$ cat src/rtl/cfeb_l1a_pkg.sv
// Shared widths, field offsets and the packed block-descriptor layout for the
// L1A block queue and its FWFT storage.
package cfeb_l1a_pkg;

   localparam int L1ANUM_W    = 6;
   localparam int NUM_ENTRY_W = L1ANUM_W + 1;
   localparam int BLK_ENTRY_W = 16;

   localparam int RADR_LSB        = 0;
   localparam int RADR_W          = 4;
   localparam int L1ABIN_LSB      = 4;
   localparam int L1ABIN_W        = 8;
   localparam int LCT_PHASE_BIT   = 12;
   localparam int SCND_BLK_BIT    = 13;
   localparam int SCND_SHARED_BIT = 14;
   localparam int DGSCAFULL_BIT   = 15;

   localparam int NUM_PHASE_BIT   = L1ANUM_W;

   // Declared MSB first so the member positions line up with the offsets above
   typedef struct packed {
      logic                dgscafull;
      logic                scnd_shared;
      logic                scnd_blk;
      logic                lct_phase;
      logic [L1ABIN_W-1:0] l1abin;
      logic [RADR_W-1:0]   radr;
   } blk_entry_t;

endpackage

$ cat src/rtl/fwft_fifo.sv
// First-word-fall-through FIFO: the head entry is driven combinationally from
// storage, with wrap-bit pointers that are optionally triplicated and voted.
module fwft_fifo #(
   parameter int WIDTH = 16,
   parameter int DEPTH = 16,
   parameter int TMR   = 0
) (
   input  logic                   CLK,
   input  logic                   RST,
   input  logic                   WE,
   input  logic [WIDTH-1:0]       DIN,
   input  logic                   RE,
   output logic [WIDTH-1:0]       DOUT,
   output logic                   EMPTY,
   output logic                   FULL,
   output logic [$clog2(DEPTH):0] COUNT,
   output logic                   OVF,
   output logic                   UNF
);

   localparam int AW = $clog2(DEPTH);
   localparam int NC = (TMR != 0) ? 3 : 1;

   logic [WIDTH-1:0] mem [DEPTH];
   logic [AW:0]      wr_q [NC];
   logic [AW:0]      rd_q [NC];
   logic [AW:0]      wr_ptr;
   logic [AW:0]      rd_ptr;
   logic [AW:0]      wr_nxt;
   logic [AW:0]      rd_nxt;
   logic             do_wr;
   logic             do_rd;

   generate
      if (NC == 3) begin : g_vote
         assign wr_ptr = (wr_q[0] & wr_q[1]) | (wr_q[0] & wr_q[2]) | (wr_q[1] & wr_q[2]);
         assign rd_ptr = (rd_q[0] & rd_q[1]) | (rd_q[0] & rd_q[2]) | (rd_q[1] & rd_q[2]);
      end else begin : g_single
         assign wr_ptr = wr_q[0];
         assign rd_ptr = rd_q[0];
      end
   endgenerate

   assign EMPTY = (wr_ptr == rd_ptr);
   assign FULL  = (wr_ptr[AW-1:0] == rd_ptr[AW-1:0]) && (wr_ptr[AW] != rd_ptr[AW]);
   assign COUNT = wr_ptr - rd_ptr;

   // A pop on a full queue frees the slot the simultaneous push needs
   assign do_rd = RE && !EMPTY;
   assign do_wr = WE && (!FULL || do_rd);
   assign OVF   = WE && FULL && !RE;
   assign UNF   = RE && EMPTY;

   assign wr_nxt = do_wr ? wr_ptr + {{AW{1'b0}}, 1'b1} : wr_ptr;
   assign rd_nxt = do_rd ? rd_ptr + {{AW{1'b0}}, 1'b1} : rd_ptr;
   assign DOUT   = mem[rd_ptr[AW-1:0]];

   always_ff @(posedge CLK or posedge RST) begin
      if (RST) begin
         for (int i = 0; i < NC; i++) begin
            wr_q[i] <= '0;
            rd_q[i] <= '0;
         end
      end else begin
         for (int i = 0; i < NC; i++) begin
            wr_q[i] <= wr_nxt;
            rd_q[i] <= rd_nxt;
         end
      end
   end

   // Storage is cleared on reset so the head outputs return to zero
   always_ff @(posedge CLK or posedge RST) begin
      if (RST) begin
         for (int i = 0; i < DEPTH; i++) begin
            mem[i] <= '0;
         end
      end else if (do_wr) begin
         mem[wr_ptr[AW-1:0]] <= DIN;
      end
   end

endmodule

$ cat src/rtl/l1a_blk_queue.sv
// Block-descriptor queue and L1A-number queue feeding the SCA readout
// sequencer, with the L1A number counter and sticky error flags.
module l1a_blk_queue
   import cfeb_l1a_pkg::*;
#(
   parameter int BLK_DEPTH = 16,
   parameter int NUM_DEPTH = 32,
   parameter int TMR       = 0
) (
   input  logic       CLK,
   input  logic       RST,
   input  logic       L1A_CNT_RST,
   input  logic       L1A,
   input  logic       L1A_PHASE_IN,
   input  logic       BLK_WE,
   input  logic [3:0] BLK_RADR,
   input  logic [7:0] BLK_L1ABIN,
   input  logic       BLK_LCT_PHASE,
   input  logic       BLK_SCND_BLK,
   input  logic       BLK_SCND_SHARED,
   input  logic       BLK_DGSCAFULL,
   input  logic       BLK_POP,
   input  logic       POPL1AN,
   output logic       L1AEMPTY,
   output logic [3:0] RADR,
   output logic [7:0] L1ABIN,
   output logic       LCT_PHASE,
   output logic       SCND_BLK,
   output logic       SCND_SHARED,
   output logic       DGSCAFULL,
   output logic [5:0] L1ANUM,
   output logic       L1A_PHASE,
   output logic       BLK_FULL,
   output logic       NUM_FULL,
   output logic [4:0] BLK_CNT,
   output logic [3:0] ERR
);

   logic [L1ANUM_W-1:0]      l1a_cnt;
   logic [L1ANUM_W-1:0]      l1a_cnt_nxt;
   blk_entry_t               blk_din;
   blk_entry_t               blk_dout;
   logic [NUM_ENTRY_W-1:0]   num_din;
   logic [NUM_ENTRY_W-1:0]   num_dout;
   logic [$clog2(BLK_DEPTH):0] blk_count;
   logic [$clog2(NUM_DEPTH):0] num_count_unused;
   logic                     blk_empty;
   logic                     num_empty_unused;
   logic                     blk_ovf;
   logic                     blk_unf;
   logic                     num_ovf;
   logic                     num_unf;

   // Clear takes effect before the increment, so a clear with L1A numbers it 1
   always_comb begin
      l1a_cnt_nxt = l1a_cnt;
      if (L1A_CNT_RST) l1a_cnt_nxt = '0;
      if (L1A)         l1a_cnt_nxt = l1a_cnt_nxt + L1ANUM_W'(1);
   end

   always_ff @(posedge CLK or posedge RST) begin
      if (RST) l1a_cnt <= '0;
      else     l1a_cnt <= l1a_cnt_nxt;
   end

   always_comb begin
      blk_din.radr        = BLK_RADR;
      blk_din.l1abin      = BLK_L1ABIN;
      blk_din.lct_phase   = BLK_LCT_PHASE;
      blk_din.scnd_blk    = BLK_SCND_BLK;
      blk_din.scnd_shared = BLK_SCND_SHARED;
      blk_din.dgscafull   = BLK_DGSCAFULL;
   end

   assign num_din = {L1A_PHASE_IN, l1a_cnt_nxt};

   fwft_fifo #(.WIDTH(BLK_ENTRY_W), .DEPTH(BLK_DEPTH), .TMR(TMR)) u_blk_fifo (
      .CLK   (CLK),
      .RST   (RST),
      .WE    (BLK_WE),
      .DIN   (blk_din),
      .RE    (BLK_POP),
      .DOUT  (blk_dout),
      .EMPTY (blk_empty),
      .FULL  (BLK_FULL),
      .COUNT (blk_count),
      .OVF   (blk_ovf),
      .UNF   (blk_unf)
   );

   fwft_fifo #(.WIDTH(NUM_ENTRY_W), .DEPTH(NUM_DEPTH), .TMR(TMR)) u_num_fifo (
      .CLK   (CLK),
      .RST   (RST),
      .WE    (L1A),
      .DIN   (num_din),
      .RE    (POPL1AN),
      .DOUT  (num_dout),
      .EMPTY (num_empty_unused),
      .FULL  (NUM_FULL),
      .COUNT (num_count_unused),
      .OVF   (num_ovf),
      .UNF   (num_unf)
   );

   assign L1AEMPTY    = blk_empty;
   assign RADR        = blk_dout.radr;
   assign L1ABIN      = blk_dout.l1abin;
   assign LCT_PHASE   = blk_dout.lct_phase;
   assign SCND_BLK    = blk_dout.scnd_blk;
   assign SCND_SHARED = blk_dout.scnd_shared;
   assign DGSCAFULL   = blk_dout.dgscafull;
   assign L1ANUM      = num_dout[L1ANUM_W-1:0];
   assign L1A_PHASE   = num_dout[NUM_PHASE_BIT];
   assign BLK_CNT     = 5'(blk_count);

   always_ff @(posedge CLK or posedge RST) begin
      if (RST) ERR <= '0;
      else     ERR <= ERR | {num_unf, num_ovf, blk_unf, blk_ovf};
   end

endmodule

$ cat config.mk
export PLATFORM = sky130hd
export DESIGN_NAME = l1a_blk_queue
export DESIGN_NICKNAME = d
export VERILOG_FILES = /design/src/rtl/cfeb_l1a_pkg.sv /design/src/rtl/fwft_fifo.sv /design/src/rtl/l1a_blk_queue.sv
export SDC_FILE = /design/constraint.sdc
export NUM_CORES = 1
export LEC_CHECK = 0
export CELL_PAD_IN_SITES_DETAIL_PLACEMENT = 0
export CELL_PAD_IN_SITES_GLOBAL_PLACEMENT = 1
export CORE_AREA = 2 2 302 304
export DETAILED_ROUTE_END_ITERATION = 12
export DIE_AREA = 0 0 304 306
export PLACE_DENSITY_LB_ADDON = 0.1
export SETUP_SLACK_MARGIN = 0.3
export SLEW_MARGIN = 20
export SYNTH_ARGS = -nofsm -noshare
export SYNTH_HDL_FRONTEND = slang
export SYNTH_SLANG_ARGS = --single-unit
$ cat constraint.sdc
create_clock -name CLK -period 23 [get_ports CLK]
set_clock_uncertainty 0.1 [all_clocks]
set_input_delay 2.3 -clock CLK [delete_from_list [all_inputs] [get_ports CLK]]
set_output_delay 2.3 -clock CLK [all_outputs]
set_load 0.01 [all_outputs]
==> impl_metrics.csv, run 1 <==
group,metric,value,unit
clocking,cts_resized,0,
clocking,insertion_delay,610,ps
yosys,netlist_area,24060,µm²
place,placed_area,25770,µm²
critical_path,cp_slowest_stage_delay,860,ps
power,switchingPower,1.293,mW
clocking,cts_root_buf,"clkbuf_16",
yosys,synth_enable_flop_cells,0,
final_layout,fin_util,31.24,%
grt,grt_pass1_vias,14760,
clocking,clk_pin_slew,60,ps
sta,fin_tns_setup,0,ps
critical_path,worstSetupPathDepth,7,
power,intPower,2.568,mW
clocking,clkSinkCount,512,
critical_path,crit_top_cell,"a21oi_1",
critical_path,slowest_stage,"a2111oi_0",
floorplanning,rows,110,
clocking,cts_buffers,66,
sta,fin_crit_sh,28.99,%
final_layout,fin_cells,2881,
clocking,cts_max_path_buffers,3,
detailed_routing,drcViolationCount,0,
floorplanning,core_area,89600,µm²
floorplanning,ios,59,
sta,slew_viol_final,0,
clocking,htreeDepth,3,
critical_path,critical_path.max_fanout,32,
place,dp_cells,2764,
critical_path,rr_endpoint,"u_blk_fifo.mem[0]$_DFFE_PP0P_",
yosys,syn_inst,1623,
min_path,worstHoldPathCells,1,
clocking,cts_setup_buffers,0,
floorplanning,die-area,93020,µm²
place,place_congestion,0.7139,
power,comb_power_share,35.7,%
power,max-vdd-ir-drop,0.00007853,V
critical_path,cp_num_buf_inv,2,
critical_path,critical-path-top-delay-family,"compound AO/OA/AOI/OAI gates",
yosys,yosys.cell_types.count,50,
final_layout,n_fill_cell,8859,
power,power_frac_clock,27.0,%
critical_path,r2r_setup_slack,19000,ps
power,powerDensity,137.9,nW/µm²
sta,tightestPinTransition,1096,ps
critical_path,r2r-start,"u_blk_fifo.rd_ptr[2]$_DFFE_PP0P_",
yosys,yosys.area.top_type,"dfrtp_1",
sta,hold_viol_final,0,
critical_path,startpoint_type,"flop",
detailed_routing,drt-initial-drc-count,723,
yosys,ys_ff_latch,512,
detailed_routing,drtPass1Iterations,5,
final_layout,drive_above_1_share,45.87,%
yosys,synthesis.nets,1663,
final_layout,nNetsFinal,1697,
detailed_routing,ant_nets,0,
power,leakage,12.07,nW
critical_path,crit_start,"u_num_fifo.rd_ptr[1]$_DFFE_PP0P_",
yosys,synth_common_cells,"dfrtp_1, mux2_2, mux4_2",
floorplanning,die_height,306,µm
critical_path,endpoint,"L1ANUM[1]",
sta,setup_viol,0,
detailed_routing,vias,13850,
sta,slew_headroom,26.73,%
yosys,synth_ff_type,"dfrtp_1",
clocking,cts_tree,"built",
flow_run,cap_violations,0,
clocking,cts_hold_buffers,0,
grt,grt_remaining_overflow,0,
outcome,outcome,"completed",
place,hpwl,40130,µm
yosys,seq_area_frac_synth,53.24,%
power,pwr-share-seq,37.3,%
final_layout,area_delta_synth_final,16.33,%
yosys,yosys.cell_count.top_type,"dfrtp_1",
min_path,min_path_type,"reg2reg",
yosys,ys_warn_count,0,
grt,grt_pass1_wl,102800,µm
place,port_buffers,58,
critical_path,criticalPathCategory,"reg2out",
sta,rsz0062_at_grt,"false",
yosys,synth_top_area_share,53.24,%
critical_path,ff2ff_path_depth,7,
critical_path,arrival,4270,ps
critical_path,required,20600,ps
grt,grt.total_usage,14.86,%
floorplanning,start_util,26.86,%
final_layout,diodes,0,
floorplanning,chipWidth,304,µm
detailed_routing,wl,68400,µm
sta,fin_crit,6667,ps
power,swShare,33.49,%
yosys,syn_area_per_cell,14.83,µm²
yosys,ys_top_cells_by_area,"dfrtp_1, mux2_2, mux4_2",
grt,grt_max_degree,165,
sta,max_freq,0.1500,GHz
final_layout,fin_area,27990,µm²
critical_path,crit_chain,"buf_4 > mux4_2 > nand2_1 > a21oi_1 > a2111oi_0 > a21oi_1 > clkdlybuf4s50_1",
detailed_routing,vias_per_cell,4.808,
grt,antenna_found_initial,3,
yosys,synth_async_sr_flop_share,100.0,%
detailed_routing,avgRoutedWirePerCell,23.74,µm
critical_path,end_kind,"output port",
## per-stage QoR
step	setup slack [ps]	hold slack [ps]	power (mW)
final	16330	362.7	3.861
after global routing	16040	380.5	4.103
after CTS	16280	366.8	3.936
after detailed placement	16930	354.8	2.864
after global placement	17020	341.1	2.849
after floorplan	6300	349.5	2.373
## cell usage in the layout (no fill, tap or decap), types with 15 or more instances in the layout
master,count
a21oi_1,20
a31oi_1,16
and3_1,20
buf_4,23
clkbuf_16,67
clkdlybuf4s50_1,57
dfrtp_1,506
ha_1,15
mux2_2,469
mux2i_1,29
mux4_2,102
nand2_1,90
nor2_1,21
nor3_4,26
xnor2_1,16
## worst min path at each step
stage	start	end	slack, ps
global placement	ERR[1]$_DFF_PP0_	ERR[1]$_DFF_PP0_	340
floorplan	u_num_fifo.mem[92]$_DFFE_PP0P_	u_num_fifo.mem[92]$_DFFE_PP0P_	350
detailed placement	ERR[2]$_DFF_PP0_	ERR[2]$_DFF_PP0_	350
global route	ERR[2]$_DFF_PP0_	ERR[2]$_DFF_PP0_	380
CTS	ERR[2]$_DFF_PP0_	ERR[2]$_DFF_PP0_	370
finish	ERR[0]$_DFF_PP0_	ERR[0]$_DFF_PP0_	360
## registers in the layout, indices dropped and copies added (netlist names)
| signal | flops |
|---|---|
| u_num_fifo.mem | 224 |
| l1a_cnt | 6 |
| u_num_fifo.rd_ptr | 6 |
| u_blk_fifo.wr_ptr | 5 |
| u_blk_fifo.rd_ptr | 5 |
| u_num_fifo.wr_ptr | 6 |
| ERR | 4 |
| u_blk_fifo.mem | 256 |
## worst register-to-register path, cell delays in order, from the launching register on
cell and delay (ps):
dfrtp_2 350, clkinv_1 720, ha_1 670, nand4_1 200, nor3_4 100, nor2_2 320, nand3_2 820, mux2_2 600
## logic make-up after synthesis
family	count (synthesis)	synth area share [%]
mux	618	33.76
flops	512	53.24
simple gates	227	5.948
buf+inv	133	2.631
compound gates	84	2.288
xor+xnor	33	1.264
fa+ha+maj	16	0.8631
## layer usage
metal | global-route usage, % | up-vias | share of wire (%)
li1 | - | 6051 | -
met1 | 22.19 | 7465 | 50
met2 | 22.07 | 228 | 44
met3 | 2.530 | 105 | 3.7
met4 | 4.050 | 2 | 2.3
met5 | 0 | - | 0.019
## power by group through the flow
stage          logic, mW  clock network [mW]  registers [mW]
2_1_floorplan       1.03                   0            1.34
3_3_place_gp        1.40                   0            1.45
3_5_place_dp        1.41                   0            1.46
4_1_cts             1.41                1.08            1.44
5_1_grt             1.50                1.12            1.49
6_report            1.38                1.04            1.44
## layout make-up
cell class / instances / area [µm²] / area share (%)
Sequential cell: 512 / 12820 / 45.82
Multi-Input combinational cell: 978 / 10640 / 38.02
Clock buffer: 95 / 1922 / 6.866
Tap cell: 1176 / 1471 / 5.257
Timing Repair Buffer: 83 / 795.8 / 2.843
Clock inverter: 21 / 269.0 / 0.9610
Inverter: 16 / 67.56 / 0.2414
Power figures use the tool's default switching activity.
==> run 2: changes to the inputs <==
==> constraint.sdc (replaced) <==
create_clock -name CLK -period 5.9 [get_ports CLK]
set_clock_uncertainty 0.1 [all_clocks]
set_input_delay 0.59 -clock CLK [delete_from_list [all_inputs] [get_ports CLK]]
set_output_delay 0.59 -clock CLK [all_outputs]
set_load 0.01 [all_outputs]
==> impl_metrics.csv, run 2 (synthesis gave the netlist of run 1 again) <==
group,metric,value,unit
outcome,outcome,"completed",
power,swShare,33.16,%
critical_path,r2r-start,"u_blk_fifo.rd_ptr[1]$_DFFE_PP0P_",
critical_path,criticalPathCategory,"reg2out",
clocking,cts_tree,"built",
power,comb_power_share,35.8,%
critical_path,slowest_stage,"a2111oi_0",
final_layout,largestRegisters,"u_blk_fifo.mem x256, u_num_fifo.mem x224",
final_layout,fin_util,31.12,%
sta,setup_viol,0,
final_layout,largest_register_ffs,256,
sta,hold_viol_final,0,
floorplanning,chipWidth,304,µm
clocking,cts_buffers,66,
floorplanning,start_util,26.86,%
sta,slew_viol_final,0,
detailed_routing,drtPass1Iterations,4,
critical_path,critical_path.max_fanout,30,
clocking,clk_pin_slew,60,ps
clocking,clkSinkCount,512,
floorplanning,core_area,89600,µm²
sta,fin_crit_sh,82.25,%
power,pwr-share-seq,38.0,%
power,intPower,9.982,mW
clocking,cts_resized,0,
power,powerDensity,535.6,nW/µm²
clocking,cts_max_path_buffers,3,
detailed_routing,vias_per_cell,4.796,
clocking,cts_setup_buffers,0,
final_layout,area_delta_synth_final,15.89,%
critical_path,ff2ff_path_depth,8,
sta,fin_tns_setup,0,ps
power,switchingPower,4.953,mW
final_layout,drive_above_1_share,45.46,%
detailed_routing,avgRoutedWirePerCell,23.64,µm
critical_path,required,5210,ps
detailed_routing,ant_nets,0,
final_layout,final_cell_mix,"dfrtp_1, mux2_2, mux4_2, nand2_1, clkbuf_16",
clocking,cts_hold_buffers,0,
critical_path,critical-path-top-delay-family,"compound AO/OA/AOI/OAI gates",
detailed_routing,drt-initial-drc-count,676,
min_path,min_path_type,"in2async",
final_layout,largest-register,"u_blk_fifo.mem",
grt,grt_pass1_vias,14930,
power,max-vdd-ir-drop,0.0002415,V
clocking,cts_root_buf,"clkbuf_16",
final_layout,final_common_cell,"dfrtp_1",
sta,tightestPinTransition,1105,ps
detailed_routing,vias,13780,
critical_path,end_kind,"output port",
floorplanning,rows,110,
place,port_buffers,58,
critical_path,rr_endpoint,"u_blk_fifo.mem[25]$_DFFE_PP0P_",
critical_path,endpoint,"L1ANUM[3]",
clocking,insertion_delay,590,ps
grt,grt_max_degree,174,
detailed_routing,wl,67920,µm
sta,fin_crit,4853,ps
critical_path,crit_start,"u_num_fifo.rd_ptr[2]$_DFFE_PP0P_",
critical_path,r2r_setup_slack,2070,ps
sta,slew_headroom,24.43,%
place,hpwl,40640,µm
floorplanning,die_height,306,µm
critical_path,worstSetupPathDepth,6,
floorplanning,ios,59,
grt,grt_pass1_wl,103500,µm
place,place_congestion,0.7191,
critical_path,crit_chain,"buf_4 > nand3_1 > o22ai_1 > a2111oi_0 > a21oi_1 > clkdlybuf4s50_1",
clocking,htreeDepth,3,
power,power_frac_clock,26.2,%
power,leakage,12.01,nW
flow_run,cap_violations,0,
grt,antenna_found_initial,3,
critical_path,arrival,4160,ps
critical_path,cp_slowest_stage_delay,990,ps
floorplanning,die-area,93020,µm²
final_layout,nNetsFinal,1698,
detailed_routing,drcViolationCount,0,
sta,whs,258.6,ps
critical_path,startpoint_type,"flop",
critical_path,cp_num_buf_inv,2,
grt,grt.total_usage,14.91,%
sta,rsz0062_at_grt,"false",
sta,max_freq,0.2061,GHz
grt,grt_remaining_overflow,0,
-- run 2: cell type report --
class,count,area [µm²]
fillers,8839,61710
flip-flops and latches,512,12820
multi-input cells,978,10640
clock buffers,97,1939
well taps,1176,1471
repair buffers,84,813.3
clock inverters,9,131.4
inverters,16,63.81
diodes,1,2.502
-- run 2: worst reg2reg max path: cells and delay by family (launching register included) --
kind                       cells  cell delay, ps
buffers and inverters          2             440
DFF                            1             900
adders and majority gates      1             350
muxes                          1             590
and+or+nand+nor                4            1340
-- run 2: layer usage --
layer,wire (µm),up-vias,global-route usage [%]
met1,33270,7435,21.74
met3,3034,80,2.405
li1,-,6051,-
met5,33,-,0
met2,30400,206,22.90
met4,1183,6,4.050
-- run 2: worst min path at each step --
stage,from,to,slack [ps]
final,RST,u_blk_fifo.mem[251]$_DFFE_PP0P_,260
after global routing,RST,u_blk_fifo.mem[251]$_DFFE_PP0P_,280
after CTS,RST,u_blk_fifo.mem[76]$_DFFE_PP0P_,230
after detailed placement,ERR[1]$_DFF_PP0_,ERR[1]$_DFF_PP0_,350
after global placement,ERR[1]$_DFF_PP0_,ERR[1]$_DFF_PP0_,340
after floorplan,u_num_fifo.mem[92]$_DFFE_PP0P_,u_num_fifo.mem[92]$_DFFE_PP0P_,350
-- run 2: power by group through the flow --
stage / combinational (mW) / sequential [mW] / clock [mW]
6_report: 5.34 / 5.67 / 3.92
5_1_grt: 5.79 / 5.86 / 4.22
4_1_cts: 5.47 / 5.69 / 4.06
3_5_place_dp: 5.45 / 5.75 / 0
3_3_place_gp: 5.39 / 5.71 / 0
2_1_floorplan: 4.03 / 5.23 / 0
-- run 2: metrics by stage --
| step | power, mW | setup slack [ps] | std cells | instance area, µm² |
|---|---|---|---|---|
| 2_1_floorplan | 9.252 | -1742 | 1623 | 24070 |
| 3_3_place_gp | 11.10 | 1627 | 2766 | 25810 |
| 3_5_place_dp | 11.19 | 1646 | 2766 | 25810 |
| 4_1_cts | 15.22 | 986.0 | 2872 | 27880 |
| 5_1_grt | 15.88 | 863.4 | 2872 | 27880 |
| 6_report | 14.93 | 1047 | 2873 | 27890 |
==> run 3: changes to the inputs <==
==> constraint.sdc (replaced) <==
create_clock -name CLK -period 5 [get_ports CLK]
set_clock_uncertainty 0.1 [all_clocks]
set_input_delay 0.5 -clock CLK [delete_from_list [all_inputs] [get_ports CLK]]
set_output_delay 0.5 -clock CLK [all_outputs]
set_load 0.01 [all_outputs]
==> impl_metrics.csv, run 3 (synthesis gave the netlist of run 1 again) <==
group,metric,value,unit
critical_path,arrival,3930,ps
clocking,cts_tree,"built",
final_layout,fin_util,31.18,%
flow_run,cap_violations,0,
grt,grt_pass1_vias,14900,
sta,max_freq,0.2206,GHz
critical_path,criticalPathCategory,"reg2out",
clocking,cts_hold_buffers,0,
clocking,cts_resized,0,
clocking,insertion_delay,630,ps
detailed_routing,vias,13820,
floorplanning,ios,59,
detailed_routing,drtPass1Iterations,5,
sta,fin_ws,466.7,ps
sta,fin_crit_sh,90.67,%
grt,use_met2,22.87,%
final_layout,largest-register,"u_blk_fifo.mem",
final_layout,largestRegisters,"u_blk_fifo.mem x256, u_num_fifo.mem x224",
sta,setup_viol,0,
final_layout,largest_register_ffs,256,
detailed_routing,drcViolationCount,0,
power,leakage,12.05,nW
grt,grt_pass1_wl,103800,µm
place,place_ws,1141,ps
sta,fin_crit,4533,ps
critical_path,startpoint_type,"flop",
clocking,cts_buffers,61,
sta,hold_viol_final,0,
floorplanning,die_height,306,µm
critical_path,critical_path.max_fanout,21,
critical_path,r2r-start,"u_num_fifo.rd_ptr[1]$_DFFE_PP0P_",
critical_path,ff2ff_path_depth,7,
place,place_congestion,0.7448,
min_path,min_path_type,"in2async",
critical_path,rr_endpoint,"u_num_fifo.mem[114]$_DFFE_PP0P_",
detailed_routing,wl,68730,µm
clocking,clkSinkCount,512,
sta,slew_viol_final,0,
final_layout,fin_area,27940,µm²
sta,rsz0062_at_grt,"false",
floorplanning,start_util,26.86,%
grt,antenna_found_initial,4,
grt,grt_remaining_overflow,0,
clocking,cts_max_path_buffers,3,
final_layout,drive_above_1_share,46.07,%
outcome,outcome,"completed",
grt,grt_busiest_layer,"met2",
sta,tightestPinTransition,1093,ps
floorplanning,die-area,93020,µm²
final_layout,final_cell_mix,"dfrtp_1, mux2_2, mux4_2, nand2_1, clkbuf_16",
power,max-vdd-ir-drop,0.0002947,V
clocking,clk_pin_slew,60,ps
floorplanning,chipWidth,304,µm
place,port_buffers,58,
final_layout,final_common_cell,"dfrtp_1",
sta,slew_headroom,25.24,%
detailed_routing,avgRoutedWirePerCell,23.83,µm
final_layout,area_delta_synth_final,16.10,%
detailed_routing,ant_nets,0,
clocking,cts_setup_buffers,0,
critical_path,end_kind,"output port",
clocking,htreeDepth,2,
floorplanning,core_area,89600,µm²
critical_path,required,4400,ps
critical_path,crit_start,"u_num_fifo.rd_ptr[1]$_DFFE_PP0P_",
critical_path,r2r_setup_slack,1490,ps
detailed_routing,vias_per_cell,4.792,
grt,met3_usage,2.399,%
place,hpwl,41470,µm
final_layout,nNetsFinal,1705,
grt,grt.total_usage,14.86,%
detailed_routing,drt-initial-drc-count,694,
floorplanning,rows,110,
power,powerDensity,624.9,nW/µm²
place,placed_area,25930,µm²
clocking,cts_root_buf,"clkbuf_16",
grt,grt_use_met1,21.83,%
grt,grt_max_degree,126,
-- run 3: cell types whose count changed in the layout (fill, tap and decap cells not counted), sizes merged --
cell,delta
buf,+13
clkbuf,-9
clkdlybuf4s50,-1
clkinv,+9
diode,+1
inv,-2
-- run 3: final cells by class --
type	count	area [µm²]
fill	8781	61660
sequential	512	12820
multi-input combinational	978	10640
clock buffer	88	1788
tap	1176	1471
timing repair buffer	96	935.9
clock inverter	16	210.2
inverter	16	63.81
antenna	2	5.005
-- run 3: power breakdown --
part           internal (mW)  leakage [nW]  switching, mW
Combinational           3.41          4.48           3.00
Clock                   2.62         0.990           1.83
Sequential              5.60          6.58           1.00
Total                   11.6          12.0           5.83
-- run 3: worst max-delay path: stages (launching register included) --
cell             delay (ps)
dfrtp_2                 800
buf_4                   320
or2_2                   330
o22ai_1                 140
a2111oi_0               970
a21oi_1                 180
clkdlybuf4s50_1         550
-- run 3: how the worst max path moves through the flow --
| stage | end | slack, ps | cells past startpoint |
|---|---|---|---|
| 6_report | L1ANUM[2] | 470 | 6 |
| 5_1_grt | L1ANUM[2] | 330 | 6 |
| 4_1_cts | L1ANUM[2] | 440 | 6 |
| 3_5_place_dp | L1ANUM[2] | 1140 | 6 |
| 3_3_place_gp | L1ANUM[2] | 1170 | 6 |
| 2_1_floorplan | ERR[0]$_DFF_PP0_ | -2550 | 1 |
-- run 3: metal layers --
metal,vias to the layer above,share of wire [%]
met5,-,0.054
met4,6,2.0
met3,96,3.7
met2,186,45
met1,7484,50
li1,6048,-
-- run 3: stage by stage --
| stage | total power [mW] | TNS, ps | cells | hold WS, ps |
|---|---|---|---|---|
| 5_1_grt | 18.56 | 0 | 2882 | 278.8 |
| 4_1_cts | 17.80 | 0 | 2882 | 237.6 |
| 2_1_floorplan | 10.92 | -1306790 | 1623 | 349.5 |
| 3_3_place_gp | 13.12 | 0 | 2778 | 340.3 |
| 3_5_place_dp | 13.23 | 0 | 2778 | 343.8 |
| 6_report | 17.46 | 0 | 2884 | 249.0 |
